File: src/rtl/arbitro_pkg.sv
// arbitro_pkg: shared types and constants for the arbitro_rr arbiter.
//   mode_e  : per-cycle arbitration mode carried on e[1:0]
//   state_e : arbiter control state
//   N_REQ   : number of requesters sharing the result path
package arbitro_pkg;

    localparam int N_REQ = 4;

    typedef enum logic [1:0] {
        MODE_FIXED = 2'b00,  // p3 > p2 > p1 > p0
        MODE_RR    = 2'b01,  // rotating, hold limited
        MODE_LOCK  = 2'b10,  // rotating, owner keeps grant until it drops
        MODE_OFF   = 2'b11   // no grants
    } mode_e;

    typedef enum logic {
        IDLE  = 1'b0,
        GRANT = 1'b1
    } state_e;

endpackage

File: src/rtl/arbitro_pick.sv
// arbitro_pick: combinational winner selection.
//   p       in  N_REQ  request levels
//   e       in  mode   MODE_FIXED -> highest index wins; otherwise the first
//                      set bit found searching upward from last+1 (wrapping)
//   last    in  2      previous rotating winner
//   winner  out 2      selected index (0 when no request)
//   any_req out 1      at least one request present
module arbitro_pick
    import arbitro_pkg::*;
(
    input  logic [N_REQ-1:0] p,
    input  mode_e            e,
    input  logic [1:0]       last,
    output logic [1:0]       winner,
    output logic             any_req
);

    logic [1:0] idx;
    logic       found;

    always_comb begin
        winner  = '0;
        any_req = |p;
        idx     = '0;
        found   = 1'b0;
        if (e == MODE_FIXED) begin
            // Ascending scan: the last hit (highest index) is kept.
            for (int i = 0; i < N_REQ; i++) begin
                if (p[i]) winner = 2'(i);
            end
        end else begin
            // last+1 .. last+4; the 2-bit add wraps 3->0, and the final step
            // lands on last itself so the previous owner is considered last.
            for (int k = 1; k <= N_REQ; k++) begin
                idx = last + 2'(k);
                if (!found && p[idx]) begin
                    winner = idx;
                    found  = 1'b1;
                end
            end
        end
    end

endmodule

File: src/rtl/arbitro_rr.sv
// arbitro_rr: registered four-way arbiter in front of the shared 2-bit path.
//   clk       in  1       rising-edge clock
//   rst_n     in  1       asynchronous active-low reset
//   e         in  2       mode (00 fixed, 01 round-robin, 10 locked RR, 11 off)
//   p         in  4       request levels
//   y         out 2       granted index
//   gnt_valid out 1       y holds a live grant
//   gnt       out 4       one-hot grant, zero when not valid
//   hold_cnt  out HOLD_W  cycles the current owner has held the grant
//   starve    out 4       (ARB_STARVE_EN only) requester waited >= 4*MAX_HOLD
// Optional feature macro: ARB_STARVE_EN adds per-requester wait counters and
// lets a starving requester override the mode pick in IDLE.
module arbitro_rr
    import arbitro_pkg::*;
#(
    parameter  int MAX_HOLD = 8,
    localparam int HOLD_W   = $clog2(MAX_HOLD + 1)
) (
    input  logic              clk,
    input  logic              rst_n,
    input  logic [1:0]        e,
    input  logic [N_REQ-1:0]  p,
    output logic [1:0]        y,
    output logic              gnt_valid,
    output logic [N_REQ-1:0]  gnt,
`ifdef ARB_STARVE_EN
    output logic [HOLD_W-1:0] hold_cnt,
    output logic [N_REQ-1:0]  starve
`else
    output logic [HOLD_W-1:0] hold_cnt
`endif
);

    localparam logic [HOLD_W-1:0] HOLD_MAX = HOLD_W'(MAX_HOLD);

    mode_e             mode;
    state_e            state, state_n;
    logic [1:0]        last, last_n;
    logic [1:0]        y_n;
    logic              vld_n;
    logic [N_REQ-1:0]  gnt_n;
    logic [HOLD_W-1:0] hold_n;
    logic [1:0]        pick_y;
    logic              any_req;
    logic [1:0]        sel;

    assign mode = mode_e'(e);

    arbitro_pick u_pick (
        .p       (p),
        .e       (mode),
        .last    (last),
        .winner  (pick_y),
        .any_req (any_req)
    );

`ifdef ARB_STARVE_EN
    localparam int STARVE_TH = 4 * MAX_HOLD;

    logic [N_REQ-1:0][7:0] wait_cnt;
    logic [N_REQ-1:0]      starve_req;

    always_comb begin
        starve = '0;
        for (int i = 0; i < N_REQ; i++) begin
            starve[i] = (int'(wait_cnt[i]) >= STARVE_TH);
        end
    end

    // A flag can outlive the request by one cycle; only live requests override.
    assign starve_req = starve & p;

    always_comb begin
        sel = pick_y;
        for (int i = N_REQ - 1; i >= 0; i--) begin
            if (starve_req[i]) sel = 2'(i);
        end
    end

    always_ff @(posedge clk or negedge rst_n) begin
        if (!rst_n) begin
            wait_cnt <= '0;
        end else begin
            for (int i = 0; i < N_REQ; i++) begin
                if (!p[i] || gnt[i])
                    wait_cnt[i] <= '0;
                else if (wait_cnt[i] != 8'hFF)
                    wait_cnt[i] <= wait_cnt[i] + 8'd1;
            end
        end
    end
`else
    assign sel = pick_y;
`endif

    always_comb begin
        state_n = state;
        last_n  = last;
        y_n     = y;
        vld_n   = gnt_valid;
        gnt_n   = gnt;
        hold_n  = hold_cnt;
        case (state)
            IDLE: begin
                if (mode != MODE_OFF && any_req) begin
                    state_n = GRANT;
                    y_n     = sel;
                    vld_n   = 1'b1;
                    gnt_n   = N_REQ'(1) << sel;
                    hold_n  = HOLD_W'(1);
                    if (mode != MODE_FIXED) last_n = sel;
                end
            end
            GRANT: begin
                // Abort, owner release and hold limit all fall back to IDLE,
                // which doubles as the one-cycle bus turnaround.
                if (mode == MODE_OFF || !p[y] ||
                    (mode != MODE_LOCK && hold_cnt == HOLD_MAX)) begin
                    state_n = IDLE;
                    vld_n   = 1'b0;
                    gnt_n   = '0;
                    hold_n  = '0;
                end else if (hold_cnt != HOLD_MAX) begin
                    hold_n = hold_cnt + HOLD_W'(1);
                end
            end
            default: state_n = IDLE;
        endcase
    end

    always_ff @(posedge clk or negedge rst_n) begin
        if (!rst_n) begin
            state     <= IDLE;
            last      <= 2'd3;
            y         <= '0;
            gnt_valid <= 1'b0;
            gnt       <= '0;
            hold_cnt  <= '0;
        end else begin
            state     <= state_n;
            last      <= last_n;
            y         <= y_n;
            gnt_valid <= vld_n;
            gnt       <= gnt_n;
            hold_cnt  <= hold_n;
        end
    end

endmodule

File: config.mk
export PLATFORM = sky130hd
export DESIGN_NAME = arbitro_rr
export DESIGN_NICKNAME = d
export VERILOG_FILES = /design/src/rtl/arbitro_pkg.sv /design/src/rtl/arbitro_pick.sv /design/src/rtl/arbitro_rr.sv
export SDC_FILE = /design/constraint.sdc
export NUM_CORES = 1
export LEC_CHECK = 0
export BUFFER_PORTS_ARGS = -buffer_cell sky130_fd_sc_hd__buf_4
export CAP_MARGIN = 15
export CORE_ASPECT_RATIO = 1.5
export CORE_MARGIN = 8
export CORE_UTILIZATION = 40
export DETAILED_ROUTE_END_ITERATION = 12
export PLACE_DENSITY = 0.61
export SLEW_MARGIN = 20
export SYNTH_ARGS = -nofsm -noshare
export SYNTH_HDL_FRONTEND = slang
export SYNTH_SLANG_ARGS = --single-unit
File: constraint.sdc
create_clock -name clk -period 4.4 [get_ports clk]
set_clock_uncertainty 0.15 [all_clocks]
set_input_delay 0.22 -clock clk [delete_from_list [all_inputs] [get_ports clk]]
set_output_delay 0.22 -clock clk [all_outputs]
set_load 0.03 [all_outputs]
# ---- Word level (Yosys, flattened, before mapping)
# Index checks and enable logic that the tools add are counted.
dict set report op_classes {
  addsub 4
  magnitude_cmp 5
  eq_ne 8
  shift 1
  muxes 37
  bitwise_logic 1
  n_reduce_logical 18
}
# cell n
set ops {}
lappend ops {{$mux W4} 5}
lappend ops {{$mux W1} 16}
lappend ops {{$pmux W4 S2} 2}
lappend ops {{$lt A2 B3 Y1 const B} 5}
lappend ops {{$mux W2} 7}
lappend ops {{$bmux W1 S2} 5}
lappend ops {{$ne A2 B2 Y1 const B} 3}
lappend ops {{$reduce_and A2 Y1} 3}
lappend ops {{$logic_and A1 B1 Y1} 5}
lappend ops {{$add A2 B2 Y2 const B} 2}
lappend ops {{$add A4 B1 Y4 const B} 1}
lappend ops {{$eq A4 B4 Y1 const B} 1}
lappend ops {{$logic_not A1 Y1} 4}
lappend ops {{$ne A4 B4 Y1 const B} 1}
lappend ops {{$pmux W1 S2} 2}
lappend ops {{$reduce_or A4 Y1} 1}
lappend ops {{$shl A1 B2 Y4 const A} 1}
lappend ops {{$ne A3 B1 Y1 const B} 1}
lappend ops {{$reduce_and A3 Y1} 1}
lappend ops {{$add A2 B1 Y2 const B} 1}
lappend ops {{$eq A2 B2 Y1 const B} 1}
lappend ops {{$logic_not A2 Y1} 1}
lappend ops {{$logic_or A1 B1 Y1} 2}
lappend ops {{$ne A2 B1 Y1 const B} 1}
lappend ops {{other kinds (2)} 2}
dict set report totals {
  ff_bits 14
  inputBits 8
  wordCells 80
}

# ---- Depth between registers and ports, before layout
# Gate-level depths: netlist of the first run.
dict set report depth {
  depth_word 20
  mapped_depth 7
}

# ---- By module
# From an unflattened synthesis of the first run, not the netlist that was laid out.
dict set report unflattened {
  cells_unflattened 82
  hier_area_um2 865.8
}
# module instances cells_each area_each_um2 seq_area_each_um2
set by_module_without_submodules {}
lappend by_module_without_submodules {arbitro_rr 1 59 719.4 352.8}
lappend by_module_without_submodules {arbitro_pick 1 23 146.4 0.0}

# ---- Least setup slack after synthesis of the first run
# OpenSTA, ideal clock, no wires.
dict set report synth_path {
  path_type {register to register}
  start {register y[1]}
  end {register gnt[0]}
  setup_time_ns 0.121
  t_arrival_ns 1.613
  path_slack_ns 2.516
  path_stages_with_launch 6
  path_buffers 0
  synth_period_minus_slack_ns 1.884
  cell_sequence {dfrtp_1 -> mux2_2 -> o22a_1 -> nand3_1 -> nand2_1 -> a22o_1}
}
dict set report synth_via {
  elab_chain_len 7
}
# item line
set synth_lines {}
lappend synth_lines {{from (decl)} arbitro_rr.sv:23} ;# output logic [1:0] y,
lappend synth_lines {{from (signal assigned)} arbitro_rr.sv:142} ;# y <= y_n;
lappend synth_lines {{$bmux W1 S2} arbitro_rr.sv:117} ;# if (mode == MODE_OFF || !p[y] ||
lappend synth_lines {{$mux W1 (implied by the code)} arbitro_rr.sv:117}
lappend synth_lines {{$logic_not A1 Y1} arbitro_rr.sv:117}
lappend synth_lines {{$logic_or A1 B1 Y1 (2 in a row)} arbitro_rr.sv:117}
lappend synth_lines {{$ne A2 B1 Y1 (no line)} --}
lappend synth_lines {{$reduce_and A2 Y1 (no line)} --}
lappend synth_lines {{to (signal assigned)} arbitro_rr.sv:144} ;# gnt <= gnt_n;
lappend synth_lines {{to (decl)} arbitro_rr.sv:25} ;# output logic [N_REQ-1:0] gnt,
# No other way between the ends. The select of a mux whose other input is x is not followed.
# A chain may end at the register's enable or synchronous reset.

# ---- Worst setup path after layout of the first run
dict set report layout_path {
  start {register hold_cnt[0]}
  end {register gnt[0]}
}
dict set report layout_via {
  elab_chain_len 5
}
# item line
set layout_lines {}
lappend layout_lines {{from (decl)} arbitro_rr.sv:30} ;# output logic [HOLD_W-1:0] hold_cnt
lappend layout_lines {{from (signal assigned)} arbitro_rr.sv:145} ;# hold_cnt <= hold_n;
lappend layout_lines {{$eq A4 B4 Y1} arbitro_rr.sv:118} ;# (mode != MODE_LOCK && hold_cnt == HOLD_MAX)) begin
lappend layout_lines {{$logic_and A1 B1 Y1} arbitro_rr.sv:118}
lappend layout_lines {{$logic_or A1 B1 Y1} arbitro_rr.sv:117}
lappend layout_lines {{$ne A2 B1 Y1 (no line)} --}
lappend layout_lines {{$reduce_and A2 Y1 (no line)} --}
# No other way between the ends.

==> results of run 1 <==
-- final cells by class --
type | count | share of cell area
multi-input cells | 64 | 0.4350
inverters | 4 | 0.01471
flip-flops and latches | 14 | 0.3456
well taps | 22 | 0.02696
clock buffers | 4 | 0.03554
repair buffers | 19 | 0.1422
-- worst reg2reg max path: cells and delay by family (launching register included) --
family / cells / cell delay [ns]
buffers and inverters: 1 / 0.09
AND/OR/NAND/NOR: 3 / 0.51
AO/OA/AOI/OAI: 2 / 0.52
adder cells (fa/ha/maj): 1 / 0.14
flip-flops: 1 / 0.46
-- report_power, final --
group          internal [µW]  switching, µW
registers                190           58.1
clock network           50.2           40.3
logic                    144            201
-- cell usage in the layout (no fill, tap or decap), drive strengths merged, types with 2 or more instances in the layout --
master | Yosys | final
a21o | 2 | 2
nand2b | 2 | 2
xor2 | 2 | 2
buf | 1 | 18
o21ai | 2 | 2
mux2i | 2 | 2
a21oi | 5 | 5
a22o | 2 | 2
dfrtp | 12 | 12
mux2 | 3 | 3
inv | 4 | 4
nand2 | 8 | 8
dfstp | 2 | 2
nor2 | 8 | 8
ha | 2 | 2
o2bb2ai | 3 | 3
clkbuf | 1 | 4
nand3 | 3 | 3
-- Yosys cell counts, drive strengths merged, types with 2 or more instances --
master   count
a21o         2
a21oi        5
a22o         2
dfrtp       12
dfstp        2
ha           2
inv          4
mux2         3
mux2i        2
nand2        8
nand2b       2
nand3        3
nor2         8
o21ai        2
o2bb2ai      3
xor2         2
-- cells by family after synthesis --
family          synth area share
compound gates            0.2376
buf+inv                  0.03630
xor+xnor                 0.02118
simple gates              0.1831
mux                      0.06505
flops                     0.4266
fa+ha+maj                0.03025
-- per-layer routing --
layer,vias to the layer above,track usage
met1,342,0.1200
li1,353,-
met3,2,0.02484
met2,15,0.1911
met4,0,0.05352
met5,-,0
-- sequential cells by signal, summed over array words and instances, names as in the netlist --
register and flops:
gnt_valid 1, y 2, hold_cnt 4, gnt 4, state 1, last 2
-- timing repair --
item | 4_1_cts | 5_1_grt
hold buffers | 1 | 0
gates resized for setup | 0 | 0
endpoints found under the hold margin | 14 | 0
-- metrics by stage --
step	std cells	setup WS [ns]	instance area, µm²	utilization
after floorplan	84	2.516	827.0	-
after global placement	122	2.439	974.7	0.4869
after global routing	127	2.267	1021	0.5100
after CTS	127	2.439	1021	0.5100
final	127	2.418	1021	0.5100
after detailed placement	122	2.461	974.7	0.4869
-- final timing paths --
check,start,endpoint,slack [ns],cells past startpoint
worst min register to register,gnt[3],gnt[3],0.34,1
max in group asynchronous,rst_n,last[0],3.68,2
worst max-delay path,hold_cnt[0],gnt[0],2.42,7
worst max register to register,hold_cnt[0],gnt[0],2.42,7
min in group clk,e[0],state,0.32,4
worst min-delay path,rst_n,hold_cnt[1],0.17,2
==> metrics, run 1 <==
status complete, no violations; main area contributors after synthesis dfrtp_1, dfstp_2, mux2_2; GRT Util Overall 0.1109; worst-path cell chain inv_1 > ha_1 > nand3b_1 > o22a_1 > nand3_1 > nand2_1 > a22o_1; Synth Cell Area approximately 830 µm²; Max stage delay on crit path 0.46 ns; Hold Crit Class in -> async; FILL cells around 190; Initial Util 0.4131; Slew Limit Fails 0; final HPWL from detailed placement 1.537 mm; grt total ovfl 0; Initial DRT Pass Iterations 4; clk buf depth 2; RSZ-0062 raised after global routing false; multi-input logic area roughly 440 µm²; CP startpoint kind flip-flop; syn_nets 94; initial antenna violation count 0; CTS tree built; port bufs 18; slowest CP cell dfrtp_1; layout cells sized above 1 0.3048; synthesized area per cell 9.846 µm²; total number of yosys warnings 0; PD cells approximately 670 nW/µm²; setup_tns 0 ns; Min Hold Slack 0.1709 ns; CTS Buf Count 3; Post-route DRC 0; Die ar. 3809 µm²; Lkg Pwr 0.0004761 µW; CP bufs+invs 1; H-Tree Depth 1; area leader, netlist dfrtp_1; WP data arrival around 2 ns; die height 71.69 µm; CTS Sinks 14; vias 712; Worst slew margin 0.6137; Met1 Routed Length 800 µm; WS Path Type reg -> reg; minimum clock period 1.982 ns; n_diodes 0; Post-synth EDFFs 0; MaxCap Viol Count 0; Final ANT Viol Nets 0; Yosys reg bits 14; WL met3 120 µm; first-pass GRT wire length 3.318 mm; final setup fails 0; critical path capture point type flip-flop; boundary pin count 19; Synth cell types 39; Routed met2 length 1.038 mm; Post-synth ARST share 1.000; clock slew at reported path FFs 0.09 ns; overall power 683.1 µW; largest net degree at the start of global routing 15; IR drop worst, VDD 0.0003162 V; RePlAce Congestion 0.8834; Slew @ Worst Pin 0.5649 ns; register area share after synthesis 0.4266; Die Wd 53.13 µm; Top Metal Used met4; Post-CTS Setup Inserts 0; worst endpoint required time 4.41 ns; Main synth FF type dfrtp_1; CORE AREA 2002 µm²; vias per cell ~5.6; Synth-to-Final Area Change 23.45%; clk_lat worst skew 0.27 ns; top cell type's share of synthesized area 0.3631; Layout Nets 116; vias in the first global route slightly above 700; crit-path max FO 6; Syn Inst Count between 80 and 90; Site Rows 20; Hold Fails Final Rpt 0; Avg WL per Cell 15.54 µm; period utilization 0.4505; final WL 1.973 mm; fmax around 0.50 GHz; Worst path top cell family by delay compound AO/OA/AOI/OAI gates; root buffer cell clkbuf_4; 1st-iter DRT viols 27; Reg area 352.8 µm²
Note: power is estimated with default switching activity, not from simulation.
==> run 2, diff against run 1 <==
- clock period: 4.4 -> 2 ns (I/O delays scaled with it)
==> metrics, run 2 (synthesis results as in run 1) <==
combinational share of power 0.525 (+0.020); fmax 0.5434 GHz (+7.7%); Min Hold Slack 0.04668 ns (-0.1243 ns); Die Wd 53.13 µm (unchanged); Hold Fails Final Rpt 0 (unchanged); vias in the first global route 731 (+2.5%); vias per cell 5.600 (-0.11%); critical path capture point type flip-flop; H-Tree Depth 1 (unchanged); R2R depth 7 (unchanged); Post-route DRC 0 (unchanged); RePlAce Congestion 0.8755 (-0.89%); Die ar. 3809 µm² (unchanged); 1st-iter DRT viols 10 (-63%); worst endpoint required time 2.01 ns (-2.40 ns); vias 728 (+2.2%); final WL 2.037 mm (+3.2%); clock slew at reported path FFs 0.08 ns (about the same); NetSw 674.6 µW (+130%); Worst path top cell family by delay compound AO/OA/AOI/OAI gates; Initial DRT Pass Iterations 4 (unchanged); final HPWL from detailed placement 1.606 mm (+4.5%); FILL cells 194 (+1.0%); grt total ovfl 0 (unchanged); port bufs 18 (unchanged); Worst slew margin 0.5978 (-0.01592); pre-CTS setup slack 0.1774 ns (-2.284 ns); multi-input logic area 444.2 µm² (unchanged); WP data arrival 1.85 ns (-0.14 ns); Initial Util 0.4131 (unchanged); root buffer cell clkbuf_4; worst-path cell chain inv_1 > ha_1 > nand3b_1 > o22a_1 > nand3_1 > nand2_1 > a22o_1; period utilization 0.9202 (+0.4697); FF-to-FF End gnt[1]; largest net degree at the start of global routing 15 (unchanged); CP startpoint kind flip-flop; first-pass GRT wire length 3.401 mm (+2.5%); Slew @ Worst Pin 0.5882 ns (+0.02328 ns); status complete, no violations; slowest CP cell dfrtp_1; register share of total power 0.348 (-0.015); final worst setup slack 0.1596 ns (-2.258 ns); crit-path max FO 6 (unchanged); switching share of power 0.4341 (-0.004066); Site Rows 20 (unchanged); overall power 1554 µW (+130%); n_diodes 0 (unchanged); layout cells sized above 1 0.3241 (+0.01931); r2r startpoint hold_cnt[0]; commonest non-fill, non-tap cell in the layout buf_4; Lkg Pwr 0.0004900 µW (+2.9%); RSZ-0062 raised after global routing false; Avg WL per Cell 15.67 µm (+0.86%); CORE AREA 2002 µm² (unchanged); initial antenna violation count 0 (unchanged); MaxCap Viol Count 0 (unchanged); Reg2Reg Setup Slack 0.16 ns (-2.26 ns); Reg area 352.8 µm² (unchanged); most frequent cells in the layout buf_4, dfrtp_1, nand2_1, nor2_1; setup_tns 0 ns (unchanged); Final ANT Viol Nets 0 (unchanged); clock network power share 0.126 (-0.007); boundary pin count 19 (unchanged); Top Registers gnt (4), hold_cnt (4); Internal 879.4 µW (+130%); Slew Limit Fails 0 (unchanged); Placed Area 997.2 µm² (+2.3%); Hold Crit Class in -> async; Design Area, Final 1044 µm² (+2.2%); PD cells 1489 nW/µm² (+120%); Max stage delay on crit path 0.46 ns (about the same); CTS Buf Count 3 (unchanged); clk buf depth 2 (unchanged); Synth-to-Final Area Change 26.17%; CTS tree built; IR drop worst, VDD 0.0006793 V (+110%); Layout Nets 119 (+2.6%); CTS Sinks 14 (unchanged); clk_lat worst skew 0.27 ns (about the same); hold_buf cts 1 (unchanged); CP bufs+invs 1 (unchanged); WS Path Type reg -> reg; cells resized by post-CTS repair 0 (unchanged); die height 71.69 µm (unchanged); GRT Util Overall 0.1129 (+0.002016); minimum clock period 1.840 ns (-0.1418 ns); final setup fails 0 (unchanged); Post-CTS Setup Inserts 0 (unchanged)
## run 2: cell count changes in the layout (fill, tap and decap cells not counted), sizes merged
cell  change
buf       +3
## run 2: through the flow
step                        util  instances
after floorplan                -         84
after global routing      0.5213        130
after detailed placement  0.4981        125
after global placement    0.4981        125
final                     0.5213        130
after CTS                 0.5213        130
## run 2: power groups by stage
stage | combinational, µW | sequential, µW | clock (µW)
2_1_floorplan | 371 | 680 | 0
3_3_place_gp | 807 | 546 | 0
3_5_place_dp | 815 | 550 | 0
4_1_cts | 825 | 543 | 202
5_1_grt | 887 | 562 | 218
6_report | 816 | 541 | 196
## run 2: worst max-delay path by stage
stage / start / end / depth (start not counted)
finish: hold_cnt[0] / gnt[1] / 7
global route: hold_cnt[0] / gnt[0] / 7
CTS: hold_cnt[0] / gnt[1] / 7
detailed placement: hold_cnt[0] / gnt[0] / 7
global placement: hold_cnt[0] / gnt[0] / 7
floorplan: y[1] / gnt[0] / 5
## run 2: final cells by class
| type | count | share of cell area |
|---|---|---|
| tap | 22 | 0.02638 |
| clock buffer | 4 | 0.03477 |
| sequential | 14 | 0.3381 |
| inverter | 4 | 0.01439 |
| multi-input combinational | 64 | 0.4257 |
| timing repair buffer | 22 | 0.1607 |
## run 2: metal layers
metal,part of all wire,track usage,up-vias
met1,0.40,0.1273,352
met4,0.019,0.04789,0
met2,0.52,0.1950,15
met5,0,0,-
met3,0.054,0.02070,4
li1,-,-,357
==> run 3, diff against run 2 <==
- BUFFER_PORTS_ARGS: -buffer_cell sky130_fd_sc_hd__buf_4 -> default
- DONT_BUFFER_PORTS: default -> 1
- PLACE_DENSITY: 0.61 -> 0.53
- REMOVE_ABC_BUFFERS: default -> 1
==> metrics, run 3 (synthesis results as in run 1) <==
PD cells 1547 nW/µm² (+3.9%); combinational share of power 0.420 (-0.105); Final ANT Viol Nets 0 (unchanged); final WL 2.017 mm (-0.98%); final core area utilization 0.4688 (-0.05250); Post-route DRC 0 (unchanged); commonest non-fill, non-tap cell in the layout dfrtp_1; Design Area, Final 938.4 µm² (-10%); boundary pin count 19 (unchanged); clk_lat worst skew 0.28 ns (about the same); most frequent cells in the layout dfrtp_1, nand2_1, nor2_1; die height 71.69 µm (unchanged); port bufs 0 (-18); H-Tree Depth 1 (unchanged); Top Registers gnt (4), hold_cnt (4); clock network power share 0.141 (+0.015); CP startpoint kind flip-flop; status complete, no violations; setup_tns 0 ns (unchanged); Worst slew margin 0.5745 (-0.02321); register share of total power 0.439 (+0.091); Die ar. 3809 µm² (unchanged); RSZ-0062 raised after global routing false; Synth-to-Final Area Change 13.46%; Hold Crit Class in -> reg; Slew Limit Fails 0 (unchanged); CTS tree built; n_diodes 0 (unchanged); Placed Area 892.1 µm² (-11%); Initial Util 0.4131 (unchanged); initial antenna violation count 0 (unchanged); fmax 0.5708 GHz (+5.0%); Die Wd 53.13 µm (unchanged); crit-path max FO 6 (unchanged); period utilization 0.8760 (-0.04416); Lkg Pwr 0.0004208 µW (-14%); vias in the first global route 668 (-8.6%); Initial DRT Pass Iterations 4 (unchanged); minimum clock period 1.752 ns (-0.08832 ns); final setup fails 0 (unchanged); WP data arrival 1.78 ns (-0.07 ns); GRT Util Overall 0.1102 (-0.002734); NetSw 658.5 µW (-2.4%); largest net degree at the start of global routing 15 (unchanged); vias per cell 5.793 (+3.4%); worst endpoint required time 2.02 ns (about the same); RePlAce Congestion 0.8375 (-4.3%); final HPWL from detailed placement 1.562 mm (-2.8%); layout cells sized above 1 0.2234 (-0.1007); Site Rows 20 (unchanged); WS Path Type reg -> reg; Post-CTS Setup Inserts 0 (unchanged); Hold Fails Final Rpt 0 (unchanged); CORE AREA 2002 µm² (unchanged); root buffer cell clkbuf_4; Layout Nets 105 (-12%); grt total ovfl 0 (unchanged); clk buf depth 2 (unchanged); Avg WL per Cell 17.39 µm (+11%); MaxCap Viol Count 0 (unchanged); Internal 792.8 µW (-9.8%); 1st-iter DRT viols 14 (+4); CTS Sinks 14 (unchanged); IR drop worst, VDD 0.0006902 V (+1.6%); first-pass GRT wire length 3.318 mm (-2.4%); CTS Buf Count 3 (unchanged); critical path capture point type flip-flop; Slew @ Worst Pin 0.6361 ns (+0.04793 ns); clock slew at reported path FFs 0.09 ns (about the same); vias 672 (-7.7%); switching share of power 0.4537 (+0.01961)
run 3: changes by cell type in the layout (fill, tap and decap cells not counted), sizes merged:
| cell | previous run | this run |
|---|---|---|
| buf | 21 | 7 |
run 3: layout make-up:
| cell class | count | area [µm²] |
|---|---|---|
| Fill cell | 186 | 1064 |
| Multi-Input combinational cell | 64 | 444.2 |
| Tap cell | 22 | 27.53 |
| Timing Repair Buffer | 8 | 62.56 |
| Inverter | 4 | 15.01 |
| Sequential cell | 14 | 352.8 |
| Clock buffer | 4 | 36.28 |
run 3: metrics by stage:
step / hold slack (ns) / cells / total power (µW) / worst slack (ns)
final: 0.03709 / 116 / 1451 / 0.2480
after global routing: 0.09745 / 116 / 1558 / 0.1024
after CTS: 0.02993 / 116 / 1464 / 0.2297
after detailed placement: -0.3452 / 111 / 1247 / 0.2472
after global placement: -0.3452 / 111 / 1244 / 0.2580
after floorplan: -0.3456 / 82 / 1043 / 0.1158
run 3: timing repair:
action	CTS	global route
hold buffers	1	0
resized for setup	0	0
endpoints found under the hold margin	14	0
run 3: routing by layer:
metal  vias up  part of all wire  global-route usage
met3         6              0.11             0.03934
li1        328                 -                   -
met4         0             0.016             0.05070
met1       315              0.40              0.1288
met5         -                 0                   0
met2        23              0.48              0.1715
run 3: power by group through the flow:
stage               clock (µW)  sequential [µW]  combinational [µW]
floorplan                    0              696                 348
global placement             0              642                 603
detailed placement           0              646                 601
CTS                        208              639                 617
global route               223              656                 680
finish                     204              637                 610
run 3: final timing paths:
kind                              from          end  slack, ns  cells past startpoint
setup / recovery           hold_cnt[1]       gnt[0]       0.25                      7
hold / removal                    e[1]        state       0.04                      3
setup reg to reg           hold_cnt[1]       gnt[0]       0.25                      7
hold reg to reg                  state  hold_cnt[0]       0.49                      2
max in group asynchronous        rst_n         y[1]       1.17                      1
min in group asynchronous        rst_n        state       0.13                      1
run 3: worst max-delay path: stages (launching register included):
cell,delay (ns)
dfrtp_1,0.39
inv_1,0.08
ha_1,0.14
nand3b_1,0.13
o22a_1,0.23
nand3_1,0.11
nand2_1,0.16
a22o_1,0.27
